## src/rtl/screen_scanner.sv

```systemverilog
// Raster scanner: fetches the 256-byte 64x32 monochrome framebuffer one byte at a time
// and streams each byte out as eight pixels over a valid/ready handshake.
//
// state   | meaning
// IDLE    | waiting for start
// FETCH   | waiting for mem_grant to issue the read for byte idx
// WAIT    | read strobe cycle, then data cycle; byte captured at the end of the data cycle
// SHIFT   | presenting pixel bit of byte idx until accepted
module screen_scanner #(
    parameter logic [15:0] SCREEN_START = 16'h0100
) (
    input  logic        clk,
    input  logic        reset,
    input  logic        start,
    output logic        busy,
    input  logic        mem_grant,
    output logic        mem_read,
    output logic [15:0] mem_addr,
    input  logic [7:0]  mem_read_byte,
    output logic        pixel_valid,
    input  logic        pixel_ready,
    output logic        pixel,
    output logic [5:0]  pixel_x,
    output logic [4:0]  pixel_y,
    output logic        frame_done
);

    typedef enum logic [1:0] {
        S_IDLE  = 2'd0,
        S_FETCH = 2'd1,
        S_WAIT  = 2'd2,
        S_SHIFT = 2'd3
    } state_t;

    state_t      state_q, state_d;
    logic [7:0]  idx_q, idx_d;
    logic [2:0]  bit_q, bit_d;
    logic [7:0]  shreg_q, shreg_d;
    logic        mem_read_q, mem_read_d;
    logic [15:0] mem_addr_q, mem_addr_d;
    logic        frame_done_q, frame_done_d;

    always_ff @(posedge clk or posedge reset) begin
        if (reset) begin
            state_q      <= S_IDLE;
            idx_q        <= 8'd0;
            bit_q        <= 3'd0;
            shreg_q      <= 8'd0;
            mem_read_q   <= 1'b0;
            mem_addr_q   <= 16'd0;
            frame_done_q <= 1'b0;
        end else begin
            state_q      <= state_d;
            idx_q        <= idx_d;
            bit_q        <= bit_d;
            shreg_q      <= shreg_d;
            mem_read_q   <= mem_read_d;
            mem_addr_q   <= mem_addr_d;
            frame_done_q <= frame_done_d;
        end
    end

    always_comb begin
        state_d      = state_q;
        idx_d        = idx_q;
        bit_d        = bit_q;
        shreg_d      = shreg_q;
        mem_read_d   = 1'b0;
        mem_addr_d   = 16'd0;
        frame_done_d = 1'b0;

        case (state_q)
            S_IDLE: begin
                if (start) begin
                    idx_d   = 8'd0;
                    state_d = S_FETCH;
                end
            end
            S_FETCH: begin
                if (mem_grant) begin
                    mem_read_d = 1'b1;
                    mem_addr_d = SCREEN_START + {8'd0, idx_q};
                    state_d    = S_WAIT;
                end
            end
            S_WAIT: begin
                // mem_read_q is high only during the strobe cycle; data arrives the cycle after
                if (!mem_read_q) begin
                    shreg_d = mem_read_byte;
                    bit_d   = 3'd0;
                    state_d = S_SHIFT;
                end
            end
            S_SHIFT: begin
                if (pixel_ready) begin
                    if (bit_q != 3'd7) begin
                        bit_d = bit_q + 3'd1;
                    end else if (idx_q != 8'hFF) begin
                        idx_d   = idx_q + 8'd1;
                        state_d = S_FETCH;
                    end else begin
                        frame_done_d = 1'b1;
                        state_d      = S_IDLE;
                    end
                end
            end
            default: state_d = S_IDLE;
        endcase
    end

    assign busy        = (state_q != S_IDLE);
    assign mem_read    = mem_read_q;
    assign mem_addr    = mem_addr_q;
    assign frame_done  = frame_done_q;
    assign pixel_valid = (state_q == S_SHIFT);
    // MSB of each byte is the leftmost pixel
    assign pixel       = pixel_valid & shreg_q[~bit_q];
    assign pixel_x     = pixel_valid ? {idx_q[2:0], bit_q} : 6'd0;
    assign pixel_y     = pixel_valid ? idx_q[7:3] : 5'd0;

endmodule

```

## config.mk

```make
export PLATFORM = sky130hd
export DESIGN_NAME = screen_scanner
export DESIGN_NICKNAME = d
export VERILOG_FILES = /design/src/rtl/screen_scanner.sv
export SDC_FILE = /design/constraint.sdc
export NUM_CORES = 1
export LEC_CHECK = 0
export CAP_MARGIN = 0
export CORE_UTILIZATION = 35
export DETAILED_ROUTE_END_ITERATION = 16
export PLACE_DENSITY = 0.62
export SLEW_MARGIN = 30
export SYNTH_ARGS = -nofsm -noshare
export SYNTH_HDL_FRONTEND = slang
export SYNTH_SLANG_ARGS = --single-unit
export TNS_END_PERCENT = 10
```

## constraint.sdc

```tcl
create_clock -name clk -period 5.65 [get_ports clk]
set_input_delay 1.13 -clock clk [delete_from_list [all_inputs] [get_ports clk]]
set_output_delay 1.13 -clock clk [all_outputs]
set_load 0.1 [all_outputs]
```

* Yosys cells after proc, flatten, opt, wreduce, memory -nomap -nowiden
Index checks and enable logic that the tools add are counted.
** Operators by class
- Divide/modulo/power cells :: 0
- Multipliers :: 0
- Shift operators :: 0
- Multiplexer cells :: 28
- Bitwise operators :: 3
- Add/subtract/negate cells :: 3
- $lt $le $gt $ge :: 1
- Eq/ne operators :: 12
- Reductions and logical operators :: 8
** Operators with widths (number)
- 2-to-1 mux 8 bit :: 4
- 2-to-1 mux 10 bit :: 2
- one-hot mux 8 bit (2 select lines) :: 1
- adder 9 x 8 -> 10 bit, first input constant :: 1
- 2-to-1 mux 2 bit :: 5
- AND reduction 5 bit :: 2
- 2-to-1 mux 3 bit :: 3
- adder 8 x 1 -> 8 bit, second input constant :: 1
- 2-to-1 mux 1 bit :: 8
- != test 2 bit, second input constant :: 4
- != test 8 bit, second input constant :: 1
- one-hot mux 2 bit (4 select lines) :: 1
- 2-to-1 mux 6 bit :: 1
- != test 2 x 1 -> 1 bit, second input constant :: 3
- one-hot mux 3 bit (2 select lines) :: 1
- nonzero test 2 bit :: 3
- 2-to-1 mux 5 bit :: 1
- == test 2 bit, second input constant :: 2
- < comparator 3 x 4 -> 1 bit, second input constant :: 1
- AND reduction 4 bit :: 1
- adder 3 x 1 -> 3 bit, second input constant :: 1
- binary-select mux 1 bit (select 3 bit) :: 1
- != test 3 bit, second input constant :: 1
- NOT 3 bit :: 1
- 5 further kinds :: 5
** Word-level totals
- Memories kept :: 0
- RAM bits :: 0
- Bits in latches :: 0
- Bits in read-only memories :: 0
- Output and inout bits :: 32
- Bits in registers :: 39
- Input bits :: 13
- Word-level logic and storage cells :: 62

* Depth between registers and ports, before layout
- Depth in word-level cells :: 5
- Gate-level depth with buffers :: 7
- Gate-level depth less buffers :: 6

* Worst setup path before layout
Ideal clock, no wire load.
- Kind :: reg-to-output
- Start :: reg state_q[1]
- End :: out pixel
- Path slack :: 1477 ps
- Path buffers :: 2
- Required time :: 4520 ps
- Data arrival time :: 3043 ps
- Stages on the path, launching flop included :: 6
- Path through :: dfrtp_1 ha_1 buf_6 clkbuf_1 inv_1 nor2_1
** On the way
- Cells in the longest elaborated chain, start to end :: 2
** RTL lines
- from (decl) :: RTL line 35 : state_t state_q, state_d;
- from (signal assigned) :: RTL line 53 : state_q <= state_d;
- == test 2 bit :: RTL line 115 : assign pixel_valid = (state_q == S_SHIFT);
- named net pixel_valid :: RTL line 20 : output logic pixel_valid,
- bitwise AND 1 bit :: RTL line 117 : assign pixel = pixel_valid & shreg_q[~bit_q];
- to (decl) :: RTL line 22 : output logic pixel,
The timed path passes the listed nets, and every way through them passes these cells.

* Final worst setup path
- Start :: reg state_q[1]
- End :: out pixel
** On the way
- Cells in the longest elaborated chain, start to end :: 2
** RTL lines (RTL line)
- == test 2 bit :: 115
- bitwise AND 1 bit :: 117
Every way passes these cells.

==> reports/results.tsv <==
metric	value	unit
detail_route.wirelength	3580	um
tritoncts	built	
cp_slowest_cell	sky130_fd_sc_hd__clkdlybuf4s50_1	
postSynth.topFlopCell	sky130_fd_sc_hd__dfrtp_1	
grt_start_max_net_pins	32	
fraction_of_post_synthesis_cell_area_in_the_top_cell_type_by_area	0.459	
seqPwrFrac	0.294	
floorplan.core_area	4500	um^2
wl_per_cell	14.3	um
cts_made_buffers	5	
net-switching-power	0.575	mW
die_footprint	5110	um^2
min_path_type	register to register	
switching_power_share_of_the_total	0.485	
cts_hold_repair.buffers	0	
timing.max_slew.rel_slack	0.335	
setup_viol	0	
io_pins	45	
timing.final.crit_share	0.715	
initial_core_util	0.375	
ys_async_sr_fraction	1.00	
die_y	71.5	um
post_cts_buffers	0	
clk_latency	0.28	ns
place_hpwl	2610	um
cp-end-kind	output pin	
drtIter0Drc	76	
cts_num_sinks	31	
cts_resized	0	
critical_path_peak_fanout	27	
combinational_cell_fraction_of_total_power	0.544	
cp_num_buf_inv	2	
syn-instance-count	159	
syn_avg_cell_area	10.6	um^2
route.antenna.remaining_nets	0	
drt-pass1-iter-count	4	
ys_top_cells_by_area	sky130_fd_sc_hd__dfrtp_1 46%, sky130_fd_sc_hd__mux2_2 6.0%, sky130_fd_sc_hd__ha_1 5.9%	
clock_power_share	0.162	
total_power_draw	1.19	mW
drc	0	
detail_route.vias_per_cell	5.19	
outcome	completed	
setup.worst_path.start_class	register	
synthDominantAreaCellType	sky130_fd_sc_hd__dfrtp_1	
grt_pass1_vias	1227	
peakVddDrop	0.343	mV
ctsLongestPathBuffers	2	
finClkSkew	0.00670	ns
path_clk_slew	0.07	ns
family_with_the_most_delay_on_the_worst_path	buffers and inverters	
tightestPinTransition	0.994	ns
layout-drive-gt1-share	0.116	
flow.area_growth_from_synthesis	27.9	%
final_slew_violations	0	
global_route.overflow_total	0	
numPortBuffers	37	
p_leak	0.972	nW
synthDistinctLibCells	37	
cp.arrival	2.91	ns
rsz_0062_raised_after_global_routing	false	
clock.fmax	248	MHz
grt_first_pass_wirelength	6000	um
worst_setup_path_class	register to output pin	
finish.net_count	218	
final_common_cell	sky130_fd_sc_hd__clkdlybuf4s50_1	
via_count	1297	
synth-edff-count	0	
netlist_area	1690	um^2
synth_seq_cells	31	
most_frequent_cells_in_the_layout	37 x sky130_fd_sc_hd__clkdlybuf4s50_1, 31 x sky130_fd_sc_hd__dfrtp_1, 13 x sky130_fd_sc_hd__o21ai_0, 10 x sky130_fd_sc_hd__and3_1, 10 x sky130_fd_sc_hd__and2_1	
synthesis.yosys.warnings	0	
finalWeightedCongestion	0.819	
power_density	549	nW/um^2
drv_cap	0	
cts-root-buf	sky130_fd_sc_hd__clkbuf_8	
crit_chain	ha_1, inv_1, nor2_1, clkdlybuf4s50_1	
antenna_cells	0	
cpPeakStageDelay	1.14	ns
final.setup.tns	0	ns
seq_area_frac_synth	0.459	
die_width	71.5	um
timing.final.crit_period	4.04	ns
number_of_antenna_violations_at_the_first_check_in_global_routing	0	
grt_util_all_layers	0.156	
hold_viol_final	0	
htree_levels	2	
layout.filler_cells	410	
power.internal	0.611	mW
critPathRequiredTime	4.52	ns
row_count	24	
==> worst paths after layout <==
| check | startpoint | end | slack, ns | cells past startpoint |
|---|---|---|---|---|
| max | state_q[1] | pixel | 1.61 | 4 |
| min | shreg_q[0] | shreg_q[0] | 0.50 | 1 |
| max reg2reg | state_q[1] | idx_q[6] | 3.34 | 5 |
| min reg2reg | shreg_q[0] | shreg_q[0] | 0.50 | 1 |
| max in group asynchronous | reset | mem_addr[7] | 4.11 | 3 |
| min in group asynchronous | reset | shreg_q[4] | 1.22 | 3 |
==> registers in the layout (all words and copies together) (netlist names) <==
name and count:
shreg_q 8, mem_read 1, frame_done 1, state_q 2, bit_q 3, mem_addr 8
idx_q 8
==> metrics by stage <==
| step | hold WS [ns] | util | cells | worst slack, ns | area (um^2) |
|---|---|---|---|---|---|
| final | 0.505 | 0.480 | 250 | 1.61 | 2160 |
| after global routing | 0.523 | 0.480 | 250 | 1.41 | 2160 |
| after CTS | 0.511 | 0.480 | 250 | 1.57 | 2160 |
| after detailed placement | 0.494 | 0.458 | 242 | 1.88 | 2060 |
| after global placement | 0.487 | 0.458 | 242 | 1.98 | 2060 |
| after floorplan | 0.475 | - | 165 | 1.48 | 1710 |
==> layer usage <==
metal  vias up  track usage  part of all wire
li1        622            -                 -
met1       633        0.203              0.47
met2        36        0.248              0.47
met3         6       0.0338             0.033
met4         0       0.0784             0.023
met5         -            0                 0
==> synth_stat cells (all sizes together), types with 3 or more instances <==
cell    instances
o21ai          13
mux2            9
nand2           7
inv             7
or2             3
nor2b           4
ha              8
dfrtp          31
clkbuf          3
nor2            9
nand4           3
buf            10
nand3           6
and3           10
and2           10
==> power groups by stage <==
stage / combinational (mW) / sequential [mW] / clock [mW]
2_1_floorplan: 0.505 / 0.373 / 0
3_3_place_gp: 0.630 / 0.347 / 0
6_report: 0.646 / 0.349 / 0.192
3_5_place_dp: 0.645 / 0.354 / 0
5_1_grt: 0.695 / 0.362 / 0.210
4_1_cts: 0.647 / 0.350 / 0.198
==> layout make-up <==
cell class              instances  area [um^2]  share of cell area
clock buffers                   8          100              0.0463
repair buffers                 38          378               0.175
well taps                      52         65.1              0.0301
flip-flops and latches         31          776               0.359
multi-input cells             114          816               0.378
inverters                       7         26.3              0.0122
==> cells by family after synthesis <==
| kind of cell | synth area share |
|---|---|
| AOI/OAI and AO/OA | 0.121 |
| adders and majority gates | 0.0593 |
| buffers and inverters | 0.0711 |
| DFF | 0.459 |
| muxes | 0.0985 |
| other | 0.00222 |
| and+or+nand+nor | 0.188 |
(Power assumes the default switching activity.)
==> edit (same settings) <==
Re-encode `state_t` (4 states) as one-hot, 4 bits wide.
--- a/src/rtl/screen_scanner.sv
+++ b/src/rtl/screen_scanner.sv
@@ -27,7 +27,7 @@
 
-    typedef enum logic [1:0] {
-        S_IDLE  = 2'd0,
-        S_FETCH = 2'd1,
-        S_WAIT  = 2'd2,
-        S_SHIFT = 2'd3
+    typedef enum logic [3:0] {
+        S_IDLE  = 4'b0001,
+        S_FETCH = 4'b0010,
+        S_WAIT  = 4'b0100,
+        S_SHIFT = 4'b1000
     } state_t;
Formal check against the unedited RTL: no difference found for any inputs over 10 cycles, from zero or initial values and one cycle with reset high; not proved beyond that.
==> edit against the original RTL <==
Design area increased by 5.6%. Critical path type unchanged. Largest cell class unchanged. Cell count rose by 11%. Via count grew 3.3%. Fmax is 7.5% higher. Routed wire length increased by 0.78%. Synthesized area is 7.3% higher. Sequential cell count up 2. Worst setup slack improved by 0.28 ns.
Power is not compared: it rests on default switching activity, and its combinational part moved more than twofold at a synthesized area within 25%.
==> edit: results (changes against the original RTL) <==
SETUP PATH
------------------------------------------------------------------------------
Signal arrival time at the worst endpoint                              2.62 ns   was 2.91 ns
Crit path max fanout                                                        18   was 27

FINISH
------------------------------------------------------------------------------
Area delta synth->final                                                  25.9%   was 27.9%
Proportion of layout cells with a drive suffix above 1                   0.137   was 0.116
Count of fill cells added during filler insertion                          485   was 410
Layout net count                                                           226   was 218

GLOBAL ROUTING
------------------------------------------------------------------------------
Largest net degree at the start of global routing                           34   was 32
GR Layer Usage met2                                                      0.214   was 0.248
Met3 demand-to-capacity share in global routing                         0.0352   was 0.0338
Total global-route track usage                                           0.147   was 0.156
Wire length of the first global-routing pass                           6000 um   about the same
Met1 Use GR                                                              0.207   was 0.203
Vias in the first global route                                            1228   was 1227

LOGIC SYNTHESIS
------------------------------------------------------------------------------
Largest cells by area after synthesis                             dfrtp_1 (44%), nand2_1 (6.0%), and2_1 (5.9%), buf_4 (3.7%), mux4_2 (2.5%)   was dfrtp_1 (46%), mux2_2 (6.0%), ha_1 (5.9%), o21ai_0 (3.9%), and2_1 (3.7%)
Proportion of synthesized chip area in sequential cells                  0.456   was 0.459
Leading post-synthesis cells by instance count                    dfrtp_1 (32), nand2_1 (29), and2_1 (17), buf_4 (9), nand3_1 (5)   was dfrtp_1 (31), o21ai_0 (13), and2_1 (10), and3_1 (10)
Number of different library cells in the post-synthesis netlist             55   was 37

DRT
------------------------------------------------------------------------------
Routed length on met2                                                  1610 um   was 1690 um
Total wirelength of the detailed-routed design                         3610 um   was 3580 um
Via count                                                                 1340   was 1297
Detailed route wirelength on metal3                                     139 um   was 119 um
Drt initial violations                                                      89   was 76
Uppermost layer routed                                                    met4   unchanged
Routed met1 length                                                     1780 um   was 1690 um

PLACEMENT
------------------------------------------------------------------------------
Half-perimeter wire length after placement                             2600 um   was 2610 um
Final GP Congestion                                                      0.745   was 0.819
Setup slack at placement                                               2.19 ns   was 1.88 ns
Port buffer count                                                           37   unchanged
Placed Instance Area                                               0.00220 mm2   was 0.00206 mm2

CLOCKING
------------------------------------------------------------------------------
H-tree depth                                                                 2   unchanged
Total setup buffers inserted after CTS                                       0   unchanged
Clock insertion delay at the later pin of the skew report              0.28 ns   about the same

TIMING
------------------------------------------------------------------------------
Post-route clock skew                                               0.00314 ns   was 0.00670 ns
Pin slew with the least headroom to its limit                         0.971 ns   was 0.994 ns

POWER
------------------------------------------------------------------------------
Static Leakage                                                      0.00104 uW
Power share of the combinational group                                   0.375

STATUS
------------------------------------------------------------------------------
Run status                                                        finished clean   unchanged

## edit: changes by cell type after synthesis, moves of 3 or more
cell	unedited run	this run
nand2_1	7	29
o21ai_0	13	4
and3_1	10	2
mux2_2	9	1
and2_1	10	17
nor2_1	9	2
ha_1	8	3
o21ai_1	0	4
buf_2	0	3
inv_1	7	4
nand4_1	3	0
nor4_1	0	3
## edit: area by class of cell
| cell class | count | share of cell area |
|---|---|---|
| multi-input cells | 127 | 0.389 |
| flip-flops and latches | 33 | 0.363 |
| repair buffers | 38 | 0.166 |
| well taps | 67 | 0.0368 |
| clock buffers | 6 | 0.0318 |
| inverters | 5 | 0.00933 |
| clock inverters | 2 | 0.00439 |
## edit: final timing paths
path	startpoint	to	slack [ns]	depth (start not counted)
setup / recovery	state_q[2]	pixel_x[5]	1.90	5
hold reg to reg	shreg_q[0]	shreg_q[0]	0.47	2
hold / removal	shreg_q[0]	shreg_q[0]	0.47	2
max in group asynchronous	reset	state_q[0]	4.08	3
min in group asynchronous	reset	frame_done	1.23	3
setup reg to reg	bit_q[0]	idx_q[7]	3.70	6
## edit: logic make-up after synthesis
logic type	count (synthesis)	share of synthesized area
and+or+nand+nor	82	0.276
muxes	5	0.0421
buffers and inverters	19	0.0656
other	1	0.00207
DFF	33	0.456
AOI/OAI and AO/OA	29	0.133
adders and majority gates	3	0.0207
xor gates and xnor gates	1	0.00484
## edit: metrics by stage
step | power (uW) | cells
2_1_floorplan | 618 | 179
3_3_place_gp | 672 | 270
3_5_place_dp | 676 | 270
4_1_cts | 850 | 278
5_1_grt | 899 | 278
6_report | 839 | 278
## edit: worst max-delay path, cell delays in order (launching register included)
cell and delay, ns:
dfrtp_1 0.47, nor2_2 0.19, nand3b_4 0.18, inv_4 0.20
and2_2 0.16, clkdlybuf4s50_1 1.13
